File: config.mk
export PLATFORM = sky130hd
export DESIGN_NAME = rect_loader_flat
export DESIGN_NICKNAME = d
export VERILOG_FILES = /design/src/rtl/rect_loader_pkg.sv /design/src/rtl/rect_loader_if.sv /design/src/rtl/rect_loader.sv /design/src/flat_wrapper.sv
export SDC_FILE = /design/constraint.sdc
export NUM_CORES = 1
export LEC_CHECK = 0
export BUFFER_PORTS_ARGS = -buffer_cell sky130_fd_sc_hd__buf_4
export CORE_UTILIZATION = 57
export DETAILED_ROUTE_END_ITERATION = 6
export PLACE_DENSITY = 0.88
export RECOVER_POWER = 100
export SLEW_MARGIN = 5
export SYNTH_ARGS = -nofsm -noshare
export SYNTH_HDL_FRONTEND = slang
export SYNTH_SLANG_ARGS = --single-unit
File: constraint.sdc
create_clock -name clk -period 6.8 [get_ports clk]
set_input_delay 0.68 -clock clk [delete_from_list [all_inputs] [get_ports clk]]
set_output_delay 0.68 -clock clk [all_outputs]
set_load 0.1 [all_outputs]
File: src/rtl/rect_loader_pkg.sv
// rtl/rect_loader_pkg.sv - shared GPU rectangle-table constants and loader state type
package rect_loader_pkg;

  localparam int COORD_WIDTH    = 16;
  localparam int RECT_COUNT     = 64;
  localparam int WORDS_PER_RECT = 5;

  // Field offsets within one table entry; the CPU-side table writer uses the same layout.
  localparam logic [2:0] FIELD_X     = 3'd0;
  localparam logic [2:0] FIELD_Y     = 3'd1;
  localparam logic [2:0] FIELD_W     = 3'd2;
  localparam logic [2:0] FIELD_H     = 3'd3;
  localparam logic [2:0] FIELD_COLOR = 3'd4;

  typedef enum logic [1:0] {
    ST_IDLE  = 2'd0,
    ST_FETCH = 2'd1,
    ST_DRAIN = 2'd2
  } loader_state_e;

endpackage

File: src/rtl/rect_loader_if.sv
// rtl/rect_loader_if.sv - control, video-memory read and comparator-bank write signals
interface rect_loader_if #(
  parameter int COORD_WIDTH = 16,
  parameter int ADDR_WIDTH  = 13,
  parameter int INDEX_WIDTH = 6
);
  logic                   start;
  logic                   busy;
  logic                   done;
  logic                   mem_re;
  logic [ADDR_WIDTH-1:0]  mem_addr;
  logic [COORD_WIDTH-1:0] mem_data;
  logic                   rect_we;
  logic [INDEX_WIDTH-1:0] rect_index;
  logic [COORD_WIDTH-1:0] rect_left;
  logic [COORD_WIDTH-1:0] rect_top;
  logic [COORD_WIDTH-1:0] rect_right;
  logic [COORD_WIDTH-1:0] rect_bottom;
  logic [COORD_WIDTH-1:0] rect_color;

  modport master (
    input  start, mem_data,
    output busy, done, mem_re, mem_addr,
    output rect_we, rect_index, rect_left, rect_top, rect_right, rect_bottom, rect_color
  );

  modport slave (
    output start, mem_data,
    input  busy, done, mem_re, mem_addr,
    input  rect_we, rect_index, rect_left, rect_top, rect_right, rect_bottom, rect_color
  );
endinterface

File: src/rtl/rect_loader.sv
// rtl/rect_loader.sv - walks the rectangle table during vblank and writes edge-form
// rectangles into the comparator bank register file
module rect_loader #(
  parameter int COORD_WIDTH = rect_loader_pkg::COORD_WIDTH,
  parameter int RECT_COUNT  = rect_loader_pkg::RECT_COUNT,
  parameter int ADDR_WIDTH  = 13,
  parameter int RECT_BASE   = 0,
  parameter int INDEX_WIDTH = $clog2(RECT_COUNT)
) (
  input  logic          clk,
  input  logic          reset,
  rect_loader_if.master bus
);
  import rect_loader_pkg::*;

  localparam int                    N_WORDS   = WORDS_PER_RECT * RECT_COUNT;
  localparam logic [ADDR_WIDTH-1:0] BASE_ADDR = ADDR_WIDTH'(RECT_BASE);
  localparam logic [ADDR_WIDTH-1:0] LAST_ADDR = ADDR_WIDTH'(RECT_BASE + N_WORDS - 1);

  typedef logic [COORD_WIDTH-1:0] coord_t;

  loader_state_e          state_q, state_d;
  logic [ADDR_WIDTH-1:0]  addr_q, addr_d;
  logic                   rd_valid_q, rd_valid_d;
  logic [2:0]             phase_q, phase_d;
  logic [INDEX_WIDTH-1:0] idx_q, idx_d;
  coord_t                 x_q, x_d, y_q, y_d, w_q, w_d, h_q, h_d;
  logic                   we_q, we_d;
  logic                   done_q, done_d;
  logic [INDEX_WIDTH-1:0] index_q, index_d;
  coord_t                 left_q, left_d, top_q, top_d;
  coord_t                 right_q, right_d, bottom_q, bottom_d, color_q, color_d;

  always_ff @(posedge clk or posedge reset) begin
    if (reset) begin
      state_q <= ST_IDLE;
    end else begin
      state_q <= state_d;
    end
  end

  always_ff @(posedge clk or posedge reset) begin
    if (reset) begin
      addr_q     <= BASE_ADDR;
      rd_valid_q <= 1'b0;
      phase_q    <= '0;
      idx_q      <= '0;
      x_q        <= '0;
      y_q        <= '0;
      w_q        <= '0;
      h_q        <= '0;
      we_q       <= 1'b0;
      done_q     <= 1'b0;
      index_q    <= '0;
      left_q     <= '0;
      top_q      <= '0;
      right_q    <= '0;
      bottom_q   <= '0;
      color_q    <= '0;
    end else begin
      addr_q     <= addr_d;
      rd_valid_q <= rd_valid_d;
      phase_q    <= phase_d;
      idx_q      <= idx_d;
      x_q        <= x_d;
      y_q        <= y_d;
      w_q        <= w_d;
      h_q        <= h_d;
      we_q       <= we_d;
      done_q     <= done_d;
      index_q    <= index_d;
      left_q     <= left_d;
      top_q      <= top_d;
      right_q    <= right_d;
      bottom_q   <= bottom_d;
      color_q    <= color_d;
    end
  end

  always_comb begin
    state_d    = state_q;
    addr_d     = addr_q;
    rd_valid_d = (state_q == ST_FETCH);
    phase_d    = phase_q;
    idx_d      = idx_q;
    x_d        = x_q;
    y_d        = y_q;
    w_d        = w_q;
    h_d        = h_q;
    we_d       = 1'b0;
    done_d     = 1'b0;
    index_d    = index_q;
    left_d     = left_q;
    top_d      = top_q;
    right_d    = right_q;
    bottom_d   = bottom_q;
    color_d    = color_q;

    // Memory data lags the address by one cycle; rd_valid_q marks a word on mem_data.
    if (rd_valid_q) begin
      phase_d = phase_q + 3'd1;
      case (phase_q)
        FIELD_X: x_d = bus.mem_data;
        FIELD_Y: y_d = bus.mem_data;
        FIELD_W: w_d = bus.mem_data;
        FIELD_H: h_d = bus.mem_data;
        FIELD_COLOR: begin
          we_d     = 1'b1;
          index_d  = idx_q;
          left_d   = x_q;
          top_d    = y_q;
          right_d  = x_q + w_q;
          bottom_d = y_q + h_q;
          color_d  = bus.mem_data;
          idx_d    = idx_q + INDEX_WIDTH'(1);
          phase_d  = '0;
        end
        default: phase_d = '0;
      endcase
    end

    case (state_q)
      ST_IDLE: begin
        if (bus.start) begin
          state_d = ST_FETCH;
          addr_d  = BASE_ADDR;
          phase_d = '0;
          idx_d   = '0;
        end
      end
      ST_FETCH: begin
        if (addr_q == LAST_ADDR) begin
          state_d = ST_DRAIN;
        end else begin
          addr_d = addr_q + ADDR_WIDTH'(1);
        end
      end
      ST_DRAIN: begin
        // The only write that can land in DRAIN is the final rectangle.
        if (we_q) begin
          state_d = ST_IDLE;
          done_d  = 1'b1;
        end
      end
      default: state_d = ST_IDLE;
    endcase
  end

  assign bus.busy        = (state_q != ST_IDLE);
  assign bus.mem_re      = (state_q == ST_FETCH);
  assign bus.mem_addr    = addr_q;
  assign bus.done        = done_q;
  assign bus.rect_we     = we_q;
  assign bus.rect_index  = index_q;
  assign bus.rect_left   = left_q;
  assign bus.rect_top    = top_q;
  assign bus.rect_right  = right_q;
  assign bus.rect_bottom = bottom_q;
  assign bus.rect_color  = color_q;

endmodule

File: src/flat_wrapper.sv
// flat-port wrapper written by rule: the top's interface ports become plain ports
module rect_loader_flat import rect_loader_pkg::*;
#(
  parameter int COORD_WIDTH = rect_loader_pkg::COORD_WIDTH,
  parameter int RECT_COUNT  = rect_loader_pkg::RECT_COUNT,
  parameter int ADDR_WIDTH  = 13,
  parameter int RECT_BASE   = 0,
  parameter int INDEX_WIDTH = $clog2(RECT_COUNT)
)
  (clk, reset, bus_start, bus_mem_data, bus_busy, bus_done, bus_mem_re, bus_mem_addr, bus_rect_we, bus_rect_index, bus_rect_left, bus_rect_top, bus_rect_right, bus_rect_bottom, bus_rect_color);
  rect_loader_if #(.COORD_WIDTH(COORD_WIDTH), .ADDR_WIDTH(ADDR_WIDTH), .INDEX_WIDTH(INDEX_WIDTH)) bus_i ();
  input  logic clk;
  input  logic reset;
  input wire logic [$bits(bus_i.start)-1:0] bus_start;
  input wire logic [$bits(bus_i.mem_data)-1:0] bus_mem_data;
  output wire logic [$bits(bus_i.busy)-1:0] bus_busy;
  output wire logic [$bits(bus_i.done)-1:0] bus_done;
  output wire logic [$bits(bus_i.mem_re)-1:0] bus_mem_re;
  output wire logic [$bits(bus_i.mem_addr)-1:0] bus_mem_addr;
  output wire logic [$bits(bus_i.rect_we)-1:0] bus_rect_we;
  output wire logic [$bits(bus_i.rect_index)-1:0] bus_rect_index;
  output wire logic [$bits(bus_i.rect_left)-1:0] bus_rect_left;
  output wire logic [$bits(bus_i.rect_top)-1:0] bus_rect_top;
  output wire logic [$bits(bus_i.rect_right)-1:0] bus_rect_right;
  output wire logic [$bits(bus_i.rect_bottom)-1:0] bus_rect_bottom;
  output wire logic [$bits(bus_i.rect_color)-1:0] bus_rect_color;
  assign bus_i.start = bus_start;
  assign bus_i.mem_data = bus_mem_data;
  assign bus_busy = bus_i.busy;
  assign bus_done = bus_i.done;
  assign bus_mem_re = bus_i.mem_re;
  assign bus_mem_addr = bus_i.mem_addr;
  assign bus_rect_we = bus_i.rect_we;
  assign bus_rect_index = bus_i.rect_index;
  assign bus_rect_left = bus_i.rect_left;
  assign bus_rect_top = bus_i.rect_top;
  assign bus_rect_right = bus_i.rect_right;
  assign bus_rect_bottom = bus_i.rect_bottom;
  assign bus_rect_color = bus_i.rect_color;
  rect_loader #(.COORD_WIDTH(COORD_WIDTH), .RECT_COUNT(RECT_COUNT), .ADDR_WIDTH(ADDR_WIDTH), .RECT_BASE(RECT_BASE), .INDEX_WIDTH(INDEX_WIDTH)) u_core (.clk(clk), .reset(reset), .bus(bus_i));
endmodule
==> results of run 1 <==
-- sequential cells by signal, indices dropped and copies added, names as in the netlist, 13 cells and up --
name                    cells
u_core.bus.mem_addr        13
u_core.bus.rect_bottom     16
u_core.bus.rect_color      16
u_core.bus.rect_left       16
u_core.bus.rect_right      16
u_core.bus.rect_top        16
u_core.h_q                 16
u_core.w_q                 16
u_core.x_q                 16
u_core.y_q                 16
-- path summary, 6_finish.rpt --
check	endpoint	slack, ns	cells past startpoint
max reg2reg	u_core.idx_q[5]	2.66	9
max	u_core.idx_q[5]	2.66	9
min in group asynchronous	u_core.bus.mem_addr[3]	1.50	2
min	u_core.bus.rect_bottom[1]	0.47	2
max in group asynchronous	u_core.bus.rect_color[13]	2.98	3
min reg2reg	u_core.bus.rect_bottom[1]	0.47	2
-- worst max-delay path: stages (launching register included) --
cell      delay [ns]
dfrtp_1         0.40
inv_1           0.13
ha_1            0.22
nand3_4         0.08
inv_1           0.65
clkbuf_1        1.62
nand4_1         0.30
or2_2           0.39
xor2_1          0.14
nor2_1          0.05
-- logic make-up after synthesis --
logic type | count (synthesis)
compound gates | 117
xor+xnor | 32
fa+ha+maj | 39
buf+inv | 45
flops | 177
mux | 68
simple gates | 316
-- synthesized netlist by cell type (2+ instances only) --
cell type	n
nand4_1	9
nor2_1	31
a22oi_1	2
a211oi_1	6
ha_1	37
mux2i_1	4
nor3_1	6
xnor2_1	14
a21oi_1	27
buf_2	6
a31oi_1	2
and3_1	4
nand2_1	228
a21oi_2	2
o21ai_2	3
or3_1	5
nand2_2	3
o21ai_1	3
clkbuf_1	18
a21o_1	8
o21ai_0	28
o211ai_1	4
xor2_1	18
and2_1	3
o31ai_1	4
or2_2	2
nand3_1	15
mux2_2	64
fa_1	2
a21boi_0	2
nor2b_1	3
inv_1	16
dfrtp_1	177
buf_1	5
o21a_1	4
-- layer usage --
| metal | part of all wire (%) | global-route usage (%) | up-vias |
|---|---|---|---|
| li1 | - | - | 2947 |
| met5 | 0 | 0 | - |
| met2 | 48 | 41.2 | 214 |
| met4 | 2.4 | 11.3 | 0 |
| met1 | 43 | 34.6 | 3066 |
| met3 | 6.2 | 5.62 | 33 |
-- cell type report --
| type | instances | area share [%] |
|---|---|---|
| clock buffers | 18 | 4.64 |
| inverters | 16 | 0.648 |
| well taps | 180 | 2.38 |
| multi-input cells | 572 | 38.4 |
| repair buffers | 125 | 5.75 |
| clock inverters | 14 | 1.39 |
| flip-flops and latches | 177 | 46.8 |
-- placed cells by master (no fill, tap or decap), types with 3 or more instances in the layout --
cell,Yosys,final
clkinv_4,0,3
o21a_1,4,4
buf_4,0,19
clkinv_2,0,3
nand2_1,228,231
mux2i_1,4,4
o21ai_0,28,32
nand3_1,15,14
nor3_1,6,6
ha_1,37,37
nor2b_1,3,3
mux2_2,64,64
a21oi_1,27,27
dfrtp_1,177,177
o211ai_1,4,4
and3_1,4,4
clkbuf_16,0,17
inv_1,16,15
xor2_1,18,18
nand4_1,9,9
a21o_1,8,8
o31ai_1,4,4
a211oi_1,6,7
inv_6,0,3
or3_1,5,5
xnor2_1,14,14
clkinvlp_4,0,3
clkbuf_1,18,105
nor2_1,31,31
-- through the flow --
step / cell area [um^2] / cells / worst slack [ns]
after global placement: 9320 / 1070 / 4.32
after detailed placement: 9320 / 1070 / 4.23
after floorplan: 8260 / 794 / 1.32
after CTS: 9890 / 1102 / 4.17
after global routing: 9460 / 1102 / 2.17
final: 9460 / 1102 / 2.66
==> impl_results.md, run 1 <==
- Layout cells sized above 1: a little over an eighth
- Reg2reg start: u_core.phase_q[0]
- Critical Path AT: 4.43 ns
- Vias: 6,260
- Main synth FF type: dfrtp_1
- Gpl congestion: 0.892
- Clock transition at path regs: 0.07 ns
- CP Capture Type: flip-flop
- Multi-input gate area: approximately 3600 um^2
- Drt first-iter violations: between 400 and 500
- Port bufs: about 120
- Final number of setup-violating endpoints: 0
- Sequential cell area: ~4400 um^2
- Fin util: 67.6%
- Post-Syn Area: 8260 um^2
- Netlist cell types: 64
- Die height: roughly 120 um
- Adder-Cell Fraction of Synth Area: ~6.1%
- Compound-Gate Fraction of Synth Area: 9.61%
- Hpwl dp: ~12 mm
- Period utilization: just over 60%
- Hold Buf Count CTS: 0
- Post-Synth XOR/XNOR Area: between 3 and 4%
- Final WL: 18.2 mm
- Setup CP Type: flip-flop to flip-flop
- Row count: 43
- Fmax: about 240 MHz
- Final #Nets: 967
- Synth top area cells: dfrtp_1 (54%), nand2_1 (10%), mux2_2 (8.7%)
- Vias/cell: 5.68
- I/O Pins: ~120
- Synth area leader: dfrtp_1
- Synth warn: 0
- Antenna cells: 0
- Number of global-route vias before repair: 5,993
- Worst Setup SP: u_core.phase_q[0]
- Worst Skew: 0.00874 ns
- H-tree Lvls: 4
- Post-Synthesis Cells: approximately 790
- Drc violations: 0
- CP required: slightly above 7 ns
- Post-synthesis simple-gate area fraction: 15.9%
- # fillers: approximately 1,100
- Largest family of logic cells by synthesized area: simple AND/OR/NAND/NOR gates
- GRT Resource Usage Total: 26.0%
- Die W: between 100 and 150 um
- CTS sink count: between 150 and 200
- Largest net degree at the start of global routing: ~120
- CTS buffer count: 17
- Final hold vios: 0
- Hold Worst Slack: about 0.47 ns
- Min Tclk post-route: 4.14 ns
- Post-route setup TNS: 0 ns
- Net Count, Synth: 852
- RSZ-0062 raised after global routing: false
- CTS tree: yes
- Syn_area_per_cell: 10.4 um^2
- Initial antenna violation count: 0
- Multiplexer share of the synthesized area: under 10%
- Antenna Nets Post-Route: 0
- WL/cell: between 15 and 20 um
- Area delta synth->final: 14.6%
- Clk_lat worst skew: between 0.4 and 0.5 ns
- # resized after CTS: 0
- HP Start: u_core.bus.rect_bottom[1]
- Max-cap violations: 2
- Fin. max-slew vios: ~150
- Post-synth EDFFs: 0
- Clock buffer depth: 2
- Crit-path max FO: 48
- # Post-CTS Setup Buffers: 0
- Clock Root Buffer: clkbuf_16
- Top cell type's share of synthesized area: approximately 54%
- Area of the die: about 15,000 um^2
- Max transition margin: -179%
- Violated checks: max-capacitance violations, max-slew violations
- Least-Margin Pin Slew: between 4 and 5 ns
- Core ar.: around 14,000 um^2
- Status: complete, but fails checks
- Starting Density: 59.0%
- Yosys reg bits: 177
- Type of the worst min-delay path: flip-flop to flip-flop
- Setup crit start kind: flip-flop
- 1st-pass router iterations: 5
- Total gr overflow: 0
- First-pass GRT wire length: roughly 30 mm
- FFs w/ async S/R, synth: 100%
- Sequential area share after synthesis: 53.7%
Power of run 1 is not shown: default switching activity piles up to over one toggle a cycle in this logic, so the estimate is an artifact.
==> run 2, diff against run 1 <==
ABC_AREA = 1   (was unset)
CORE_UTILIZATION = 52   (was 57)
PLACE_DENSITY = 0.84   (was 0.88)
clock period = 3.7 ns   (was 6.8 ns; I/O delays follow)
==> run 2 against run 1 <==
  * The run still ends with max-capacitance violations, max-slew violations left
  * Cell count rose by 30%
  * Clock skew rose by 0.00074 ns
  * Clock-buffer cell count increased by 2
  * Area after synthesis grew 5.4%
  * Die area rose by 15%
  * First-iteration DRC count increased by 48%
  * Synthesized cell count increased by 37%
  * Critical endpoint unchanged
==> impl_results.md, run 2 <==
- First-pass GRT wire length: 34.7 mm (+17%)
- Post-Synthesis Cells: 1,088 (+37%)
- CTS tree: yes
- LEAKAGE: 5.24 nW
- Switching share of power: a little over a third
- Seq pwr share: between 40% and 50%
- Post-Syn Area: 8700 um^2 (+5.4%)
- Reg2reg start: u_core.phase_q[0]
- Total gr overflow: 0 (unchanged)
- CP required: 4.03 ns (-3.06 ns)
- Status: complete, but fails checks
- Starting Density: 54.0% (-5.0 points)
- Design area: 9970 um^2 (+5.4%)
- Count leader, synth: nand2_1
- Dpl ws: 1.36 ns (-2.87 ns)
- Period utilization: 78.1% (+17 points)
- Post-Place Cell Area: 9810 um^2 (+5.2%)
- Antenna Nets Post-Route: 0 (unchanged)
- Max transition margin: -7.59% (+170 points)
- Worst Setup SP: u_core.phase_q[0]
- Fin. max-slew vios: 68 (-54%)
- Gpl congestion: 0.897 (+0.49%)
- Core ar.: 16,100 um^2 (+15%)
- Most frequent cells in the layout: nand2_1 (442), dfrtp_1 (177), inv_1 (118), o21ai_0 (110), clkbuf_1 (105)
- Violated checks: max-capacitance violations, max-slew violations
- Clock Root Buffer: clkbuf_16
- Drc violations: 0 (unchanged)
- Pwr dens: 528 nW/um^2
- Number of global-route vias before repair: 7,079 (+18%)
- I/O Pins: 122 (unchanged)
- Syn_area_per_cell: 8.00 um^2 (-23%)
- Hold Buf Count CTS: 0 (unchanged)
- Final #Nets: 1,258 (+30%)
- Setup CP Type: flip-flop to flip-flop
- Port bufs: 121 (unchanged)
- Die W: 131 um (+7.4%)
- Critical Path AT: 3.22 ns (-1.21 ns)
- Layout cells sized above 1: 5.03% (-8.6 points)
- Area of the die: 17,300 um^2 (+15%)
- FFs w/ async S/R, synth: 100% (unchanged)
- Final hold vios: 0 (unchanged)
- Final WL: 20.4 mm (+13%)
- WL/cell: 14.3 um (-13%)
- Row count: 46 (+7.0%)
- Netlist cell types: 31 (-52%)
- RSZ-0062 raised after global routing: false
- Largest net degree at the start of global routing: 86 (-25%)
- Worst Skew: 0.00948 ns (+0.000738 ns)
- Die height: 131 um (+7.4%)
- Fmax: 346 MHz (+43%)
- # resized after CTS: 0 (unchanged)
- 1st-pass router iterations: 5 (unchanged)
- Most common cell after layout, fill and taps aside: nand2_1
- Crit-path max FO: 58 (+21%)
- Hpwl dp: 14.3 mm (+17%)
- Final number of setup-violating endpoints: 0 (unchanged)
- Min Tclk post-route: 2.89 ns (-1.25 ns)
- Main synth FF type: dfrtp_1
- # Post-CTS Setup Buffers: 0 (unchanged)
- Pint: ~3.4 mW
- Least-Margin Pin Slew: 1.61 ns (-2.55 ns)
- Setup ws final: 0.810 ns (-1.85 ns)
- Clk_lat worst skew: 0.44 ns (about the same)
- Post-synth EDFFs: 0 (unchanged)
- Synth top area cells: dfrtp_1 (51%), nand2_1 (19%), o21ai_0 (6.1%)
- GRT Resource Usage Total: 25.1% (-0.85 points)
- Vias: 7,382 (+18%)
- Vias/cell: 5.17 (-9.1%)
- Type of the worst min-delay path: input pin to asynchronous set/reset pin
- Post-route setup TNS: 0 ns (unchanged)
- Sequential area share after synthesis: 50.9% (-2.7 points)
- Net Switching: 1.84 mW
- Antenna cells: 0 (unchanged)
- Setup crit start kind: flip-flop
- CTS buffer count: 17 (unchanged)
- Max-cap violations: 1 (-1)
- H-tree Lvls: 4 (unchanged)
- Area delta synth->final: 14.6% (about the same)
- Clock transition at path regs: 0.07 ns (about the same)
- Synth warn: 0 (unchanged)
- CTS sink count: 177 (unchanged)
- Commonest cells post-synth: nand2_1 (439), dfrtp_1 (177), inv_1 (119)
- CP Capture Type: flip-flop
- Net Count, Synth: 1,146 (+35%)
- Clock network fraction of total power: a little over a third
- Worst VDD drop: approximately 0.00039 V
- Top cell type's share of synthesized area: 50.9% (-2.7 points)
- Clock buffer depth: 2 (unchanged)
- Drt first-iter violations: 682 (+48%)
- Initial antenna violation count: 0 (unchanged)
- Yosys reg bits: 177 (unchanged)
- Combinational share of power: 22.9%
- Synth area leader: dfrtp_1
## run 2: changes by cell type in the layout (fill, tap and decap cells not counted), sizes merged, moves of 7 or more
cell	delta
a211oi	-7
a21o	-9
inv	+102
nor2	+15
mux2	-64
o21ai	+76
nand2	+212
a21oi	-8
xor2	-11
nand3	+38
## run 2: layer usage
layer | global-route usage, % | routed length [um] | vias to the layer above
met5 | 0 | 0 | -
li1 | - | - | 3636
met2 | 40.7 | 9580 | 211
met1 | 33.9 | 9370 | 3502
met3 | 5.40 | 1150 | 33
met4 | 7.75 | 347 | 0
## run 2: path summary, 6_finish.rpt
kind	slack (ns)	depth (start not counted)	to
setup / recovery	0.81	11	u_core.idx_q[5]
hold / removal	0.19	2	u_core.bus.rect_color[5]
min in group clk	0.30	3	u_core.x_q[15]
setup reg to reg	0.81	11	u_core.idx_q[5]
max in group asynchronous	1.40	3	u_core.bus.rect_right[12]
hold reg to reg	0.47	2	u_core.bus.rect_top[7]
## run 2: power groups by stage
stage	combinational (mW)	clock [mW]	sequential (mW)
floorplan	0.344	0	2.83
global placement	1.27	0	2.18
detailed placement	1.29	0	2.18
CTS	1.29	1.93	2.15
global route	1.29	2.01	2.16
finish	1.20	1.91	2.14
## run 2: cell families after synthesis
family / after synthesis / share of synthesized area [%]
AOI/OAI and AO/OA: 133 / 7.84
buffers and inverters: 152 / 6.80
DFF: 177 / 50.9
xor gates and xnor gates: 20 / 2.01
and+or+nand+nor: 567 / 26.7
adders and majority gates: 39 / 5.78
## run 2: layout make-up
type / count / area [um^2]
clock inverter: 12 / 178
fill: 1482 / 6150
timing repair buffer: 125 / 572
clock buffer: 20 / 447
multi-input combinational: 759 / 3620
tap: 216 / 270
sequential: 177 / 4430
inverter: 120 / 453
## run 2: per-stage QoR
step / hold WS, ns / power [mW] / std cells / util, %
finish: 0.187 / 5.26 / 1429 / 61.9
global route: 0.280 / 5.45 / 1429 / 61.9
CTS: 0.0346 / 5.37 / 1429 / 64.7
detailed placement: 0.461 / 3.47 / 1397 / 60.9
global placement: 0.457 / 3.45 / 1397 / 60.9
floorplan: 0.459 / 3.17 / 1088 / -
## run 2: worst max-delay path: stages (launching register included)
cell and delay, ns:
dfrtp_1 0.43, inv_1 0.11, ha_1 0.18, nand2_1 0.05
nor2_1 0.16, clkbuf_2 0.99, nand2_1 0.22, nor2_1 0.20
nand2_1 0.10, nor2_1 0.12, xor2_1 0.17, nor2_1 0.05
No activity file was read; power rests on OpenSTA's default activity.
==> run 3, diff against run 2 <==
ABC_AREA = 0   (was 1)
CORE_UTILIZATION = 57   (was 52)
PLACE_DENSITY = 0.88   (was 0.84)
clock period = 3 ns   (was 3.7 ns; I/O delays follow)
==> run 3 against run 2 <==
  * The flow still finishes with violations (max-capacitance violations, max-slew violations)
  * Cell area is 4.6% lower
  * Die area decreased by 13%
  * Sequential cell count did not move
  * Cell count down 23%
  * Register-to-register slack lost 0.34 ns
  * Critical path depth is 4 lower
  * Clock-buffer cell count is 3 lower
  * Core utilization is 6.1 points higher
  * Via count is 15% lower
  * Clock skew is 0.0029 ns higher
  * Largest cell class unchanged
==> impl_results.md, run 3 (same netlist as run 1, synthesis figures left out) <==
- Largest net degree at the start of global routing: 124 (+44%)
- Crit path max-delay family: compound AO/OA/AOI/OAI gates
- Drt first-iter violations: 432 (-37%)
- Fin. max-slew vios: 124 (+82%)
- Hpwl dp: 12.7 mm (-11%)
- GRT Resource Usage Total: 26.8% (+1.7 points)
- Slowest stage cell, crit path: dfrtp_1
- CTS buffer count: 17 (unchanged)
- Clk_lat worst skew: 0.44 ns (about the same)
- Max transition margin: -7.92% (-0.33 points)
- Port bufs: 121 (unchanged)
- # fillers: 1,103 (-26%)
- Worst Skew: 0.0124 ns (+0.00288 ns)
- Row count: 43 (-6.5%)
- 1st-pass router iterations: 5 (unchanged)
- Clock transition at path regs: 0.07 ns (about the same)
- Fmax: 395 MHz (+14%)
- Crit-path max FO: 5 (-91%)
- Post-route setup TNS: 0 ns (unchanged)
- Fin util: 68.0% (+6.1 points)
- Final hold vios: 0 (unchanged)
- Vias/cell: 5.71 (+11%)
- Number of global-route vias before repair: 6,401 (-9.6%)
- CP required: 3.31 ns (-0.72 ns)
- Gpl congestion: 0.921 (+2.6%)
- Setup CP Type: flip-flop to flip-flop
- Dpl ws: 0.596 ns (-0.766 ns)
- CTS tree: yes
- Initial antenna violation count: 0 (unchanged)
- Total gr overflow: 0 (unchanged)
- Clock Root Buffer: clkbuf_16
- Type of the worst min-delay path: input pin to flip-flop
- Final WL: 18.9 mm (-7.7%)
- Die W: 122 um (-6.9%)
- Hold Buf Count CTS: 0 (unchanged)
- HP Start: bus_mem_data[12]
- Final number of setup-violating endpoints: 0 (unchanged)
- CTS sink count: 177 (unchanged)
- Critical Path Max Stage Delay: 0.42 ns (-0.57 ns)
- WL/cell: 17.1 um (+19%)
- Die height: 122 um (-6.9%)
- Violated checks: max-capacitance violations, max-slew violations
- Reg2reg start: u_core.y_q[0]
- Area delta synth->final: 15.2%
- Min Tclk post-route: 2.53 ns (-0.361 ns)
- Max-cap violations: 1 (unchanged)
- Antenna Nets Post-Route: 0 (unchanged)
- Core ar.: 14,000 um^2 (-13%)
- Most common cell after layout, fill and taps aside: nand2_1
- Status: complete, but fails checks
- Worst-path cell chain: ha_1, fa_1, a211oi_1, o21ai_2, o221ai_1, a21oi_1, o311ai_0
- Final #Nets: 970 (-23%)
- Period utilization: 84.3% (+6.2 points)
- Critical Path AT: 2.84 ns (-0.38 ns)
- Antenna cells: 0 (unchanged)
- H-tree Lvls: 4 (unchanged)
- Layout cells sized above 1: 13.8% (+8.8 points)
- Setup crit start kind: flip-flop
- Buf/Inv on CP: 0 (-2)
- Drc violations: 0 (unchanged)
- RSZ-0062 raised after global routing: false
- Most frequent cells in the layout: nand2_1 (231), dfrtp_1 (177), clkbuf_1 (104), mux2_2 (64), ha_1 (37)
- # Post-CTS Setup Buffers: 0 (unchanged)
- First-pass GRT wire length: 30.9 mm (-11%)
- Area of the die: 15,000 um^2 (-13%)
- # resized after CTS: 0 (unchanged)
- Least-Margin Pin Slew: 1.62 ns (+0.00498 ns)
- CP Capture Type: flip-flop
- Worst Setup SP: u_core.y_q[0]
- Clock buffer depth: 2 (unchanged)
- I/O Pins: 122 (unchanged)
- Vias: 6,310 (-15%)
- Hold Worst Slack: 0.112 ns (-0.0754 ns)
- Setup ws final: 0.471 ns (-0.339 ns)
- Starting Density: 59.0% (+5.0 points)
run 3: cell count changes in the layout (fill, tap and decap cells not counted), moves of 8 or more:
cell     before  now
nand2_1     442  231
inv_1       118   15
o21ai_0     110   32
mux2_2        0   64
nand3_1      53   14
nor2_1       46   31
xor2_1        7   18
a21o_1        0    8
a21oi_1      21   29
run 3: path summary, 6_finish.rpt:
| check | cells past startpoint | slack, ns | end |
|---|---|---|---|
| worst max-delay path | 7 | 0.47 | u_core.bus.rect_bottom[12] |
| worst min-delay path | 3 | 0.11 | u_core.bus.rect_color[12] |
| worst max register to register | 7 | 0.47 | u_core.bus.rect_bottom[12] |
| worst min register to register | 2 | 0.47 | u_core.bus.rect_top[0] |
| max in group asynchronous | 3 | 1.49 | u_core.bus.rect_bottom[12] |
| min in group asynchronous | 3 | 0.33 | u_core.state_q[1] |
run 3: area by class of cell:
type                       count  area [um^2]  area share (%)
clock buffer                  17          425            4.47
clock inverter                15          170            1.79
inverter                      16         61.3           0.645
multi-input combinational    572         3620            38.1
sequential                   177         4430            46.6
tap                          180          225            2.37
timing repair buffer         128          573            6.03
run 3: stage by stage:
step	cell area (um^2)	std cells
2_1_floorplan	8260	794
3_3_place_gp	9370	1073
3_5_place_dp	9370	1073
4_1_cts	9960	1105
5_1_grt	9510	1105
6_report	9510	1105
run 3: worst reg2reg max path, cell delays in order, from the launching register on:
cell	delay, ns
dfrtp_1	0.42
ha_1	0.23
fa_1	0.42
a211oi_1	0.33
o21ai_2	0.12
o221ai_1	0.30
a21oi_1	0.21
o311ai_0	0.37
run 3: layer usage:
layer | wire length [um] | up-vias | track usage [%]
met5 | 0 | - | 0
met4 | 589 | 0 | 12.7
met3 | 1040 | 39 | 6.69
met2 | 9180 | 210 | 43.7
met1 | 8050 | 3106 | 33.6
li1 | - | 2955 | -
Power of run 3 is left out for the same reason.
